===== src/rtl/ahb_reg_bridge.sv =====
// AHB5-Lite slave that turns each accepted transfer into one req/ack access on a
// simple register bus, with wait states until ack and a two-cycle ERROR response.
module ahb_reg_bridge #(
  parameter int ADDR_WIDTH     = 16,
  parameter int TIMEOUT_CYCLES = 256
) (
  input  logic                  hclk,
  input  logic                  hresetn,
  input  logic                  hsel,
  input  logic [31:0]           haddr,
  input  logic [1:0]            htrans,
  input  logic                  hwrite,
  input  logic [2:0]            hsize,
  input  logic [2:0]            hburst,
  input  logic [3:0]            hprot,
  input  logic [31:0]           hwdata,
  input  logic                  hready,
  output logic                  hreadyout,
  output logic                  hresp,
  output logic [31:0]           hrdata,
  output logic                  reg_req,
  output logic [ADDR_WIDTH-1:0] reg_addr,
  output logic                  reg_wr,
  output logic [31:0]           reg_wdata,
  output logic [3:0]            reg_wstrb,
  input  logic                  reg_ack,
  input  logic [31:0]           reg_rdata,
  input  logic                  reg_err
);

  localparam int CNT_W = (TIMEOUT_CYCLES > 0) ? $clog2(TIMEOUT_CYCLES + 1) : 1;
  localparam logic [CNT_W-1:0] CNT_LIMIT = CNT_W'(TIMEOUT_CYCLES);

  typedef enum logic [2:0] {
    S_IDLE,
    S_ACCESS,
    S_DONE,
    S_ERR1,
    S_ERR2
  } state_t;

  state_t                r_state;
  state_t                w_state_nxt;
  logic [ADDR_WIDTH-1:0] r_addr;
  logic                  r_wr;
  logic [3:0]            r_wstrb;
  logic [CNT_W-1:0]      r_cnt;
  logic [31:0]           r_rdata;

  logic                  w_addr_phase;
  logic                  w_accept;
  logic                  w_illegal;
  logic [3:0]            w_strb;
  logic [CNT_W-1:0]      w_cnt_inc;
  logic                  w_timeout;
  logic                  w_rd_done;
  logic                  w_unused_ok;

  // Only states that drive hreadyout=1 can own a new address phase.
  assign w_addr_phase = (r_state == S_IDLE) || (r_state == S_DONE) || (r_state == S_ERR2);
  assign w_accept     = w_addr_phase && hsel && htrans[1] && hready;

  assign w_illegal = (hsize > 3'd2)
                  || ((hsize == 3'd1) && haddr[0])
                  || ((hsize == 3'd2) && (haddr[1:0] != 2'b00));

  always_comb begin
    w_strb = 4'b0000;
    case (hsize)
      3'd0:    w_strb = 4'b0001 << haddr[1:0];
      3'd1:    w_strb = haddr[1] ? 4'b1100 : 4'b0011;
      3'd2:    w_strb = 4'b1111;
      default: w_strb = 4'b0000;
    endcase
  end

  // The counter sits at zero outside ACCESS, so entering ACCESS starts from zero.
  assign w_cnt_inc = r_cnt + CNT_W'(1);
  assign w_timeout = (TIMEOUT_CYCLES != 0) && (w_cnt_inc == CNT_LIMIT);
  assign w_rd_done = (r_state == S_ACCESS) && reg_ack && !reg_err && !r_wr;

  // NOTE: sequential state is written with non-blocking assignments only.
  always_ff @(posedge hclk or negedge hresetn) begin
    if (!hresetn) begin
      r_state <= S_IDLE;
    end else begin
      r_state <= w_state_nxt;
    end
  end

  // NOTE: every output of this block gets a default first, so no latch is inferred.
  always_comb begin
    w_state_nxt = r_state;
    hreadyout   = 1'b1;
    hresp       = 1'b0;
    reg_req     = 1'b0;
    case (r_state)
      S_IDLE, S_DONE, S_ERR2: begin
        hresp = (r_state == S_ERR2);
        if (w_accept) begin
          w_state_nxt = w_illegal ? S_ERR1 : S_ACCESS;
        end else begin
          w_state_nxt = S_IDLE;
        end
      end
      S_ACCESS: begin
        reg_req   = 1'b1;
        hreadyout = 1'b0;
        // An ack in the expiry cycle takes priority over the timeout.
        if (reg_ack) begin
          w_state_nxt = reg_err ? S_ERR1 : S_DONE;
        end else if (w_timeout) begin
          w_state_nxt = S_ERR1;
        end
      end
      S_ERR1: begin
        hresp       = 1'b1;
        hreadyout   = 1'b0;
        w_state_nxt = S_ERR2;
      end
      default: begin
        w_state_nxt = S_IDLE;
      end
    endcase
  end

  always_ff @(posedge hclk or negedge hresetn) begin
    if (!hresetn) begin
      r_addr  <= '0;
      r_wr    <= 1'b0;
      r_wstrb <= 4'b0000;
      r_cnt   <= '0;
      r_rdata <= 32'h0;
    end else begin
      if (w_accept && !w_illegal) begin
        r_addr  <= haddr[ADDR_WIDTH-1:0];
        r_wr    <= hwrite;
        r_wstrb <= w_strb;
      end
      if (r_state == S_ACCESS) begin
        r_cnt <= w_cnt_inc;
      end else begin
        r_cnt <= '0;
      end
      if (w_rd_done) begin
        r_rdata <= reg_rdata;
      end
    end
  end

  // Write data is passed straight through; AHB holds hwdata during wait states.
  assign reg_wdata = hwdata;
  assign reg_addr  = r_addr;
  assign reg_wr    = r_wr;
  assign reg_wstrb = r_wstrb;
  assign hrdata    = r_rdata;

  assign w_unused_ok = ^{hburst, hprot, haddr};

endmodule


===== config.mk =====
export PLATFORM = sky130hd
export DESIGN_NAME = ahb_reg_bridge
export DESIGN_NICKNAME = d
export VERILOG_FILES = /design/src/rtl/ahb_reg_bridge.sv
export SDC_FILE = /design/constraint.sdc
export NUM_CORES = 1
export LEC_CHECK = 0
export CORE_MARGIN = 2
export CORE_UTILIZATION = 37
export CTS_BUF_LIST = sky130_fd_sc_hd__clkbuf_8
export DETAILED_ROUTE_END_ITERATION = 10
export PLACE_DENSITY = 0.87
export SYNTH_ARGS = -nofsm -noshare
export SYNTH_HDL_FRONTEND = slang
export SYNTH_SLANG_ARGS = --single-unit

===== constraint.sdc =====
create_clock -name hclk -period 2.39 [get_ports hclk]
set_clock_uncertainty 0.1 [all_clocks]
set_input_delay 0.3585 -clock hclk [delete_from_list [all_inputs] [get_ports hclk]]
set_output_delay 0.3585 -clock hclk [all_outputs]
set_load 0.01 [all_outputs]

==> run metrics, run 1 <==
actual transition at the worst max-transition pin 0.730 ns; CTS Root Cell clkbuf_8; die area 8840 um^2; RSZ-0062 raised after global routing no; syn nets 334; post-synthesis sequential area ratio 0.542; VDD IR max just under 600 uV; IO Pins 203; Critical Path RT 1.93 ns; crit path DAT approximately 1.8 ns; Synth Warn # 0; Primary FF master, synth dfrtp_1; Synth Area in Compound Gates 0.0355; vias in the first global route 2,077; Initial Util 0.384; Final Wtd Congestion approximately 0.74; worst-path fanout max 4; routed vias approximately 2,000; Cell Pwr Density between 1000 and 1500 nW/um^2; failing checks negative hold slack; Num Clock Sinks 65; share of cells above drive strength 1 0.244; Post-CTS Resized 0; Max Slew Vio Count 0; Post-synth EDFFs 0; worst reg-to-reg path cell count 5; number of synthesized register bits 65; CTS tree done; Yosys cell types 32; gr usage total 0.142; crit path time final ~2.3 ns; via density per instance 4.72; Crit Path Class flop to output pin; synth cell count leaders dfrtp_1 (65), buf_4 (34), mux2_4 (30); post-synthesis mux area share 0.237; Hold Path Class primary input to async pin; Mapped Area 3000 um^2; setup tns final 0 ns; cell taking the most area after synthesis dfrtp_1; Row Count 32; n_diodes 0; Adder-Cell Fraction of Synth Area 0.00417; Placed Cells 401; Die X ~94 um; final worst path period share 0.944; largest family of logic cells by synthesized area multiplexers; Final setup viols 0; xor/xnor share of the synthesized area 0.0146; Bufs on Longest Clock Path 2; largest net degree at the start of global routing 35; slowest CP cell clkdlybuf4s50_1; ranking of synthesized cells by area dfrtp_1 (54%), mux2_4 (15%), buf_4 (8.5%); most common cell in the netlist dfrtp_1; CP Cell Sequence or3b_1 -> inv_2 -> clkdlybuf4s50_1; total CTS buffers 9; die height 94.0 um; f_max between 400 and 500 MHz; endpoint class of the critical path output pin; Skew-Pair Late Insertion Delay 0.32 ns; Final Hold Viols 18; FFs w/ async S/R, synth 1.00; Layout area overhead 42.7%; initial antenna violation count 0; crit-path max cell delay 0.55 ns; Avg WL per Cell 15.2 um; Lkg Pwr 1.94 nW; length of the first detailed-routing pass in iterations 3; Clock transition at path regs 0.08 ns; outcome finished, violations left; H-tree levels 3; Core Region 7810 um^2; setup bufs post-CTS 0; relative slew slack 0.514; top cell type's share of synthesized area 0.542; Non-Filler Instances about 420; Mapped Cells 218; Synth Area in Simple Gates 0.0642; first-pass GRT wire length 9.70 mm; WHS -0.0200 ns; CTS Hold Bufs 0; Residual DRC 0; CP Launch Type flop; GR Overflow Total 0; Net count, final 426; DRT iter0 DRCs 77; Routed Antenna Nets 0; PortBufs 114; Max-Cap Viols 0; synthesized area per cell between 10 and 15 um^2; DRT Wirelength 6.35 mm; dpl hpwl roughly 4.7 mm
==> cells by family after synthesis <==
group | after synthesis
buffers and inverters | 42
muxes | 53
DFF | 65
and+or+nand+nor | 34
adders and majority gates | 1
AOI/OAI and AO/OA | 18
xor gates and xnor gates | 5
==> sequential cells by signal, summed over array words and instances, names as in the netlist <==
name,cells
r_cnt,9
hrdata,32
reg_addr,16
r_state,3
reg_wstrb,4
reg_wr,1
==> worst paths after layout <==
check	start	endpoint	slack, ns
min reg2reg	r_cnt[0]	r_cnt[0]	0.38
max in group asynchronous	hresetn	hrdata[13]	1.58
min	hresetn	hrdata[0]	-0.02
min in group hclk	r_cnt[0]	r_cnt[0]	0.38
max reg2reg	r_state[0]	reg_addr[7]	0.61
max	r_state[2]	reg_req	0.13
==> stage by stage <==
step	hold WS, ns	area, um^2	total power [mW]	setup slack (ns)	utilization
2_1_floorplan	-0.0371	3000	2.46	0.691	-
3_3_place_gp	0.344	4050	3.37	0.287	0.519
3_5_place_dp	0.363	4050	3.41	0.252	0.519
4_1_cts	0.000872	4280	4.50	0.106	0.548
5_1_grt	0.0298	4280	4.66	0.0674	0.548
6_report	-0.0200	4280	4.43	0.134	0.548
==> layout by cell type, fill, tap and decap left out, types with 2 or more instances in the layout <==
| cell | instances |
|---|---|
| clkdlybuf4s50_1 | 113 |
| dfrtp_1 | 65 |
| mux2_4 | 30 |
| mux2_2 | 22 |
| nor2_1 | 13 |
| clkbuf_8 | 10 |
| a21oi_1 | 7 |
| o21ai_0 | 5 |
| xor2_1 | 3 |
| nand2_1 | 3 |
| inv_1 | 3 |
| a21o_1 | 3 |
| buf_12 | 3 |
| nand3_1 | 2 |
| xnor2_1 | 2 |
| and2_1 | 2 |
| nand2b_1 | 2 |
| or3_1 | 2 |
| nand4_1 | 2 |
| nor3_1 | 2 |
| bufinv_16 | 2 |
| buf_4 | 2 |
==> layout make-up <==
cell class,instances,area (um^2)
inverter,4,15.0
timing repair buffer,119,1210
tap,102,128
clock buffer,10,138
sequential,65,1630
fill,657,3530
clock inverter,6,90.1
multi-input combinational,111,1070
==> metal layers <==
metal / up-vias / wire, um / global-route usage
li1: 904 / - / -
met1: 967 / 2520 / 0.170
met2: 75 / 3300 / 0.240
met3: 24 / 398 / 0.0377
met4: 0 / 126 / 0.0568
met5: - / 0 / 0
==> power breakdown <==
part / total [mW] / switching (mW) / internal (mW)
sequential: 1.70 / 0.220 / 1.48
clock: 1.05 / 0.431 / 0.620
combinational: 1.68 / 0.531 / 1.15
total: 4.43 / 1.18 / 3.25
==> critical path, delay by kind of cell (launching register included) <==
family        cells  cell delay [ns]
flops             1             0.41
buf+inv           2             0.66
simple gates      1             0.42
Power figures use the tool's default switching activity.
==> run 2: changes to the inputs <==
==> constraint.sdc (replaced) <==
create_clock -name hclk -period 2.39 [get_ports hclk]
set_clock_uncertainty 0.1 [all_clocks]
set_input_delay 0.3585 -clock hclk [delete_from_list [all_inputs] [get_ports hclk]]
set_output_delay 0.3585 -clock hclk [all_outputs]
set_load 0.05 [all_outputs]
==> run 2 against run 1 <==
The flow now finishes without violations; non-clock buffer count grew 1; final cell count grew 0.24%; core utilization is essentially flat; total power grew 26%; fmax grew 6.2%; largest power group is now combinational cells.
==> run metrics, run 2 (synthesized netlist as in run 1, its figures left out) <==
net switching power 2.36 mW (+99%); R2R Setup Slk 0.59 ns (-0.02 ns); most frequent cells in the layout clkdlybuf4s50_1 (111), dfrtp_1 (65), mux2_4 (30); Clock Power Share 0.180 (-0.057); vias in the first global route 2,102 (+1.2%); Hold Path Class flop to flop; Row Count 32 (unchanged); outcome finished, final reports clean; most common cell after layout, fill and taps aside clkdlybuf4s50_1; FF-to-FF End hrdata[10]; via density per instance 4.64 (-1.7%); CTS Root Cell clkbuf_8; worst hold path depth 1; pre-CTS WS 0.257 ns (+0.00572 ns); setup tns final 0 ns (unchanged); RSZ-0062 raised after global routing no; total CTS buffers 9 (unchanged); crit path DAT 1.67 ns (-0.13 ns); first-pass GRT wire length 9.85 mm (+1.6%); Worst Hold Path EP r_cnt[0]; Critical Path RT 1.93 ns (about the same); Gate power share 0.515 (+0.136); Final setup viols 0 (unchanged); PortBufs 114 (unchanged); worst reg-to-reg path cell count 5 (unchanged); routed vias 1,941 (-1.5%); Die X 94.0 um (unchanged); f_max 471 MHz (+6.2%); max reg flops 32 (unchanged); Bufs on Longest Clock Path 2 (unchanged); share of cells above drive strength 1 0.241 (-0.00394); Max Slew Vio Count 0 (unchanged); Final Hold Viols 0 (-18); GR Overflow Total 0 (unchanged); worst-path fanout max 4 (unchanged); largest net degree at the start of global routing 43 (+23%); CP Launch Type flop; setup bufs post-CTS 0 (unchanged); Sw Ratio 0.423 (+0.156); Flop pwr share 0.305 (-0.079); Residual DRC 0 (unchanged); fillers 665 (+1.2%); length of the first detailed-routing pass in iterations 4 (+1); WHS 0.377 ns (+0.397 ns); DRT iter0 DRCs 82 (+6.5%); Crit Path Class flop to output pin; Avg WL per Cell 15.1 um (-0.68%); Cell Pwr Density 1300 nW/um^2 (+26%); relative slew slack 0.644 (+0.130); Hold Crit Start r_cnt[0]; die area 8840 um^2 (unchanged); Clock transition at path regs 0.07 ns (about the same); Tot Pwr 5.57 mW (+26%); n_diodes 0 (unchanged); final worst path period share 0.889 (-0.0549); VDD IR max 788 uV (+35%); die height 94.0 um (unchanged); H-tree levels 3 (unchanged); Initial Util 0.384 (unchanged); CTS tree done; Max-Cap Viols 0 (unchanged); IO Pins 203 (unchanged); endpoint class of the critical path output pin; Final Wtd Congestion 0.728 (-2.1%); Routed Antenna Nets 0 (unchanged); gr usage total 0.144 (+0.00205); Lkg Pwr 1.96 nW (+0.86%); worst reg2reg path startpoint r_state[2]; DRT Wirelength 6.32 mm (-0.44%); initial antenna violation count 0 (unchanged); actual transition at the worst max-transition pin 0.534 ns (-0.195 ns); DP Area 4060 um^2 (+0.25%); Layout area overhead 42.7% (about the same); Net count, final 427 (+0.23%); worst setup margin 0.265 ns (+0.131 ns); Finished Cell Area 4280 um^2 (about the same); dpl hpwl 4.58 mm (-3.4%); Num Clock Sinks 65 (unchanged); Skew-Pair Late Insertion Delay 0.33 ns (about the same); crit path time final 2.12 ns (-0.131 ns); Core Region 7810 um^2 (unchanged); Internal Power 3.21 mW (-1.2%)
run 2: cell types whose count changed in the layout (fill, tap and decap cells not counted):
cell	before	now
dlygate4sd3_1	0	1
clkbuf_8	10	9
clkinv_2	1	2
clkinv_4	1	0
buf_12	3	4
clkdlybuf4s50_1	113	111
inv_1	3	5
clkinvlp_4	1	0
dlygate4sd2_1	0	1
run 2: how the worst max path moves through the flow:
stage          startpoint      endpoint
2_1_floorplan  r_state[2]     hrdata[0]
3_3_place_gp       hready  reg_addr[11]
3_5_place_dp       hready   reg_addr[3]
4_1_cts        r_state[2]     hreadyout
5_1_grt        r_state[2]         hresp
6_report       r_state[2]     hreadyout
run 2: worst max-delay path, cell delays in order, from the launching register on:
cell and delay [ns]:
dfrtp_1 0.39, nand2b_1 0.14, clkdlybuf4s50_1 0.81
run 2: power by group through the flow:
stage | Clock, mW | Combinational (mW) | Sequential [mW]
after floorplan | 0 | 0.710 | 3.01
after global placement | 0 | 2.86 | 1.70
after detailed placement | 0 | 2.89 | 1.70
after CTS | 1.03 | 2.90 | 1.70
after global routing | 1.07 | 2.97 | 1.74
final | 1.00 | 2.87 | 1.70
run 2: through the flow:
| step | instances | utilization |
|---|---|---|
| 2_1_floorplan | 218 | - |
| 3_3_place_gp | 401 | 0.520 |
| 3_5_place_dp | 401 | 0.520 |
| 4_1_cts | 418 | 0.548 |
| 5_1_grt | 418 | 0.548 |
| 6_report | 418 | 0.548 |
run 2: timing repair:
action                                  CTS  global route
endpoints found under the setup margin    1             0
hold buffers                              1             0
endpoints found under the hold margin    23             0
gates resized for setup                   1             0
run 2: layout make-up:
cell class	instances	area, um^2	share of cell area
Tap cell	102	128	0.0298
Sequential cell	65	1630	0.380
Timing Repair Buffer	120	1230	0.287
Clock inverter	7	86.3	0.0202
Inverter	4	15.0	0.00351
Multi-Input combinational cell	111	1070	0.250
Clock buffer	9	124	0.0289
run 2: metal layers:
| metal | share of wire | GRT usage | vias to the layer above |
|---|---|---|---|
| met2 | 0.51 | 0.245 | 77 |
| met3 | 0.070 | 0.0417 | 27 |
| met4 | 0.022 | 0.0628 | 0 |
| li1 | - | - | 904 |
| met5 | 0 | 0 | - |
| met1 | 0.40 | 0.167 | 933 |
==> run 3: changes to the inputs <==
--- a/config.mk
+++ b/config.mk
@@ -9,7 +9,8 @@
 export CORE_UTILIZATION = 37
 export CTS_BUF_LIST = sky130_fd_sc_hd__clkbuf_8
 export DETAILED_ROUTE_END_ITERATION = 10
-export PLACE_DENSITY = 0.87
+export GPL_TIMING_DRIVEN = 0
+export PLACE_DENSITY = 0.89
 export SYNTH_ARGS = -nofsm -noshare
 export SYNTH_HDL_FRONTEND = slang
 export SYNTH_SLANG_ARGS = --single-unit
==> run 3 against run 2 <==
Global-route usage rose by 1.5 points; clock-buffer cell count rose by 4; non-clock buffer count rose by 64; first-iteration DRC count fell by 57%; register-to-register slack got worse by 0.12 ns; worst hold slack got worse by 0.35 ns; sequential share of layout area fell by 4.1 points; sequential power barely moved; routed wire length rose by 11%; clock power barely moved.
==> run metrics, run 3 (synthesized netlist as in run 1, its figures left out) <==
setup bufs post-CTS 0 (unchanged); Placed Cells 466 (+16%); Skew-Pair Late Insertion Delay 0.32 ns (about the same); dpl hpwl 5.31 mm (+16%); setup tns final 0 ns (unchanged); most frequent cells in the layout clkdlybuf4s50_1 (143), dfrtp_1 (65), buf_4 (35); final worst path period share 0.955 (+0.0661); most common cell after layout, fill and taps aside clkdlybuf4s50_1; Residual DRC 0 (unchanged); Cell Pwr Density 1200 nW/um^2 (-7.9%); GR Overflow Total 0 (unchanged); Flop pwr share 0.298 (-0.007); Tot Pwr 5.75 mW (+3.2%); DRT Wirelength 7.04 mm (+11%); via density per instance 4.54 (-2.1%); Die X 94.0 um (unchanged); Num Clock Sinks 65 (unchanged); outcome finished, final reports clean; CTS tree done; crit path DAT 1.82 ns (+0.15 ns); worst-path fanout max 4 (unchanged); f_max 438 MHz (-6.9%); die area 8840 um^2 (unchanged); crit path from r_state[2]; net switching power 2.46 mW (+4.5%); n_diodes 0 (unchanged); RSZ-0062 raised after global routing no; gr usage total 0.159 (+0.0153); H-tree levels 3 (unchanged); IO Pins 203 (unchanged); Finished Cell Area 4800 um^2 (+12%); CP endpoint reg_req; worst reg2reg path startpoint r_state[0]; Gate power share 0.530 (+0.015); total CTS buffers 9 (unchanged); actual transition at the worst max-transition pin 0.817 ns (+0.283 ns); fillers 664 (-0.15%); Final Hold Viols 0 (unchanged); share of cells above drive strength 1 0.285 (+0.0445); Hold Path Class primary input to async pin; Final setup viols 0 (unchanged); Clock Power Share 0.172 (-0.008); Critical Path RT 1.93 ns (about the same); Net count, final 491 (+15%); worst reg-to-reg path cell count 5 (unchanged); Max-Cap Viols 0 (unchanged); length of the first detailed-routing pass in iterations 6 (+2); die height 94.0 um (unchanged); Sw Ratio 0.428 (+0.00534); routed vias 2,186 (+13%); Layout area overhead 59.9%; R2R Setup Slk 0.47 ns (-0.12 ns); Crit Path Class flop to output pin; Bufs on Longest Clock Path 2 (unchanged); endpoint class of the critical path output pin; Internal Power 3.29 mW (+2.3%); Max Slew Vio Count 0 (unchanged); PortBufs 146 (+28%); Non-Filler Instances 481 (+15%); FF-to-FF End reg_addr[8]; relative slew slack 0.455 (-0.188); Multi-input gate area 1060 um^2 (-0.58%); Routed Antenna Nets 0 (unchanged); Initial Util 0.384 (unchanged); first-pass GRT wire length 10.9 mm (+11%); largest net degree at the start of global routing 66 (+53%); max reg flops 32 (unchanged); Core Region 7810 um^2 (unchanged); VDD IR max 932 uV (+18%); WHS 0.0284 ns (-0.348 ns); Lkg Pwr 2.22 nW (+13%); DP Area 4590 um^2 (+13%); Avg WL per Cell 14.6 um (-3.2%); DRT iter0 DRCs 35 (-57%); Clock transition at path regs 0.07 ns (about the same); Row Count 32 (unchanged); CTS Root Cell clkbuf_8; FF+latch area 1630 um^2 (unchanged); crit path time final 2.28 ns (+0.158 ns); initial antenna violation count 0 (unchanged); CP Launch Type flop; vias in the first global route 2,381 (+13%); Final Wtd Congestion 0.790 (+8.4%)
## run 3: how the worst min path moves through the flow
stage | from | endpoint | depth (start not counted) | slack (ns)
2_1_floorplan | hresetn | hrdata[0] | 0 | -0.04
3_3_place_gp | r_cnt[0] | r_cnt[0] | 1 | 0.35
3_5_place_dp | r_cnt[0] | r_cnt[0] | 1 | 0.35
4_1_cts | hresetn | reg_addr[2] | 1 | 0.05
5_1_grt | hresetn | hrdata[11] | 1 | 0.08
6_report | hresetn | hrdata[11] | 1 | 0.03
## run 3: final cells by class
cell class                 count  share of cell area
buffer                        38              0.0610
tap                          102              0.0266
timing repair buffer         146               0.304
sequential                    65               0.339
multi-input combinational    111               0.222
clock inverter                 2             0.00730
clock buffer                  13              0.0373
inverter                       4             0.00313
## run 3: worst max-delay path, stage by stage (launching register included)
cell	delay, ns
dfrtp_1	0.41
or3b_1	0.44
inv_2	0.11
dlygate4sd2_1	0.53
## run 3: per-stage QoR
step / utilization / setup slack (ns)
floorplan: - / 0.526
global placement: 0.588 / -1.19
detailed placement: 0.587 / 0.139
CTS: 0.614 / 0.0829
global route: 0.614 / 0.0332
finish: 0.614 / 0.108
## run 3: metal layers
metal,wire length (um),part of all wire,track usage,vias up
li1,-,-,-,1028
met4,95,0.014,0.0628,0
met1,2640,0.38,0.179,1037
met3,644,0.092,0.0530,11
met5,0,0,0,-
met2,3650,0.52,0.276,110
## run 3: power groups by stage
stage | combinational (mW) | sequential [mW] | clock, mW
finish | 3.05 | 1.71 | 0.987
global route | 3.16 | 1.76 | 1.07
floorplan | 0.710 | 3.01 | 0
CTS | 3.08 | 1.72 | 1.02
detailed placement | 3.08 | 1.72 | 0
global placement | 3.03 | 1.70 | 0
## run 3: repair_timing
| action | 4_1_cts | 5_1_grt |
|---|---|---|
| hold buffers | 0 | 0 |
| endpoints found under the hold margin | 0 | 0 |
| endpoints found under the setup margin | 2 | 0 |
| gates resized for setup | 2 | 0 |
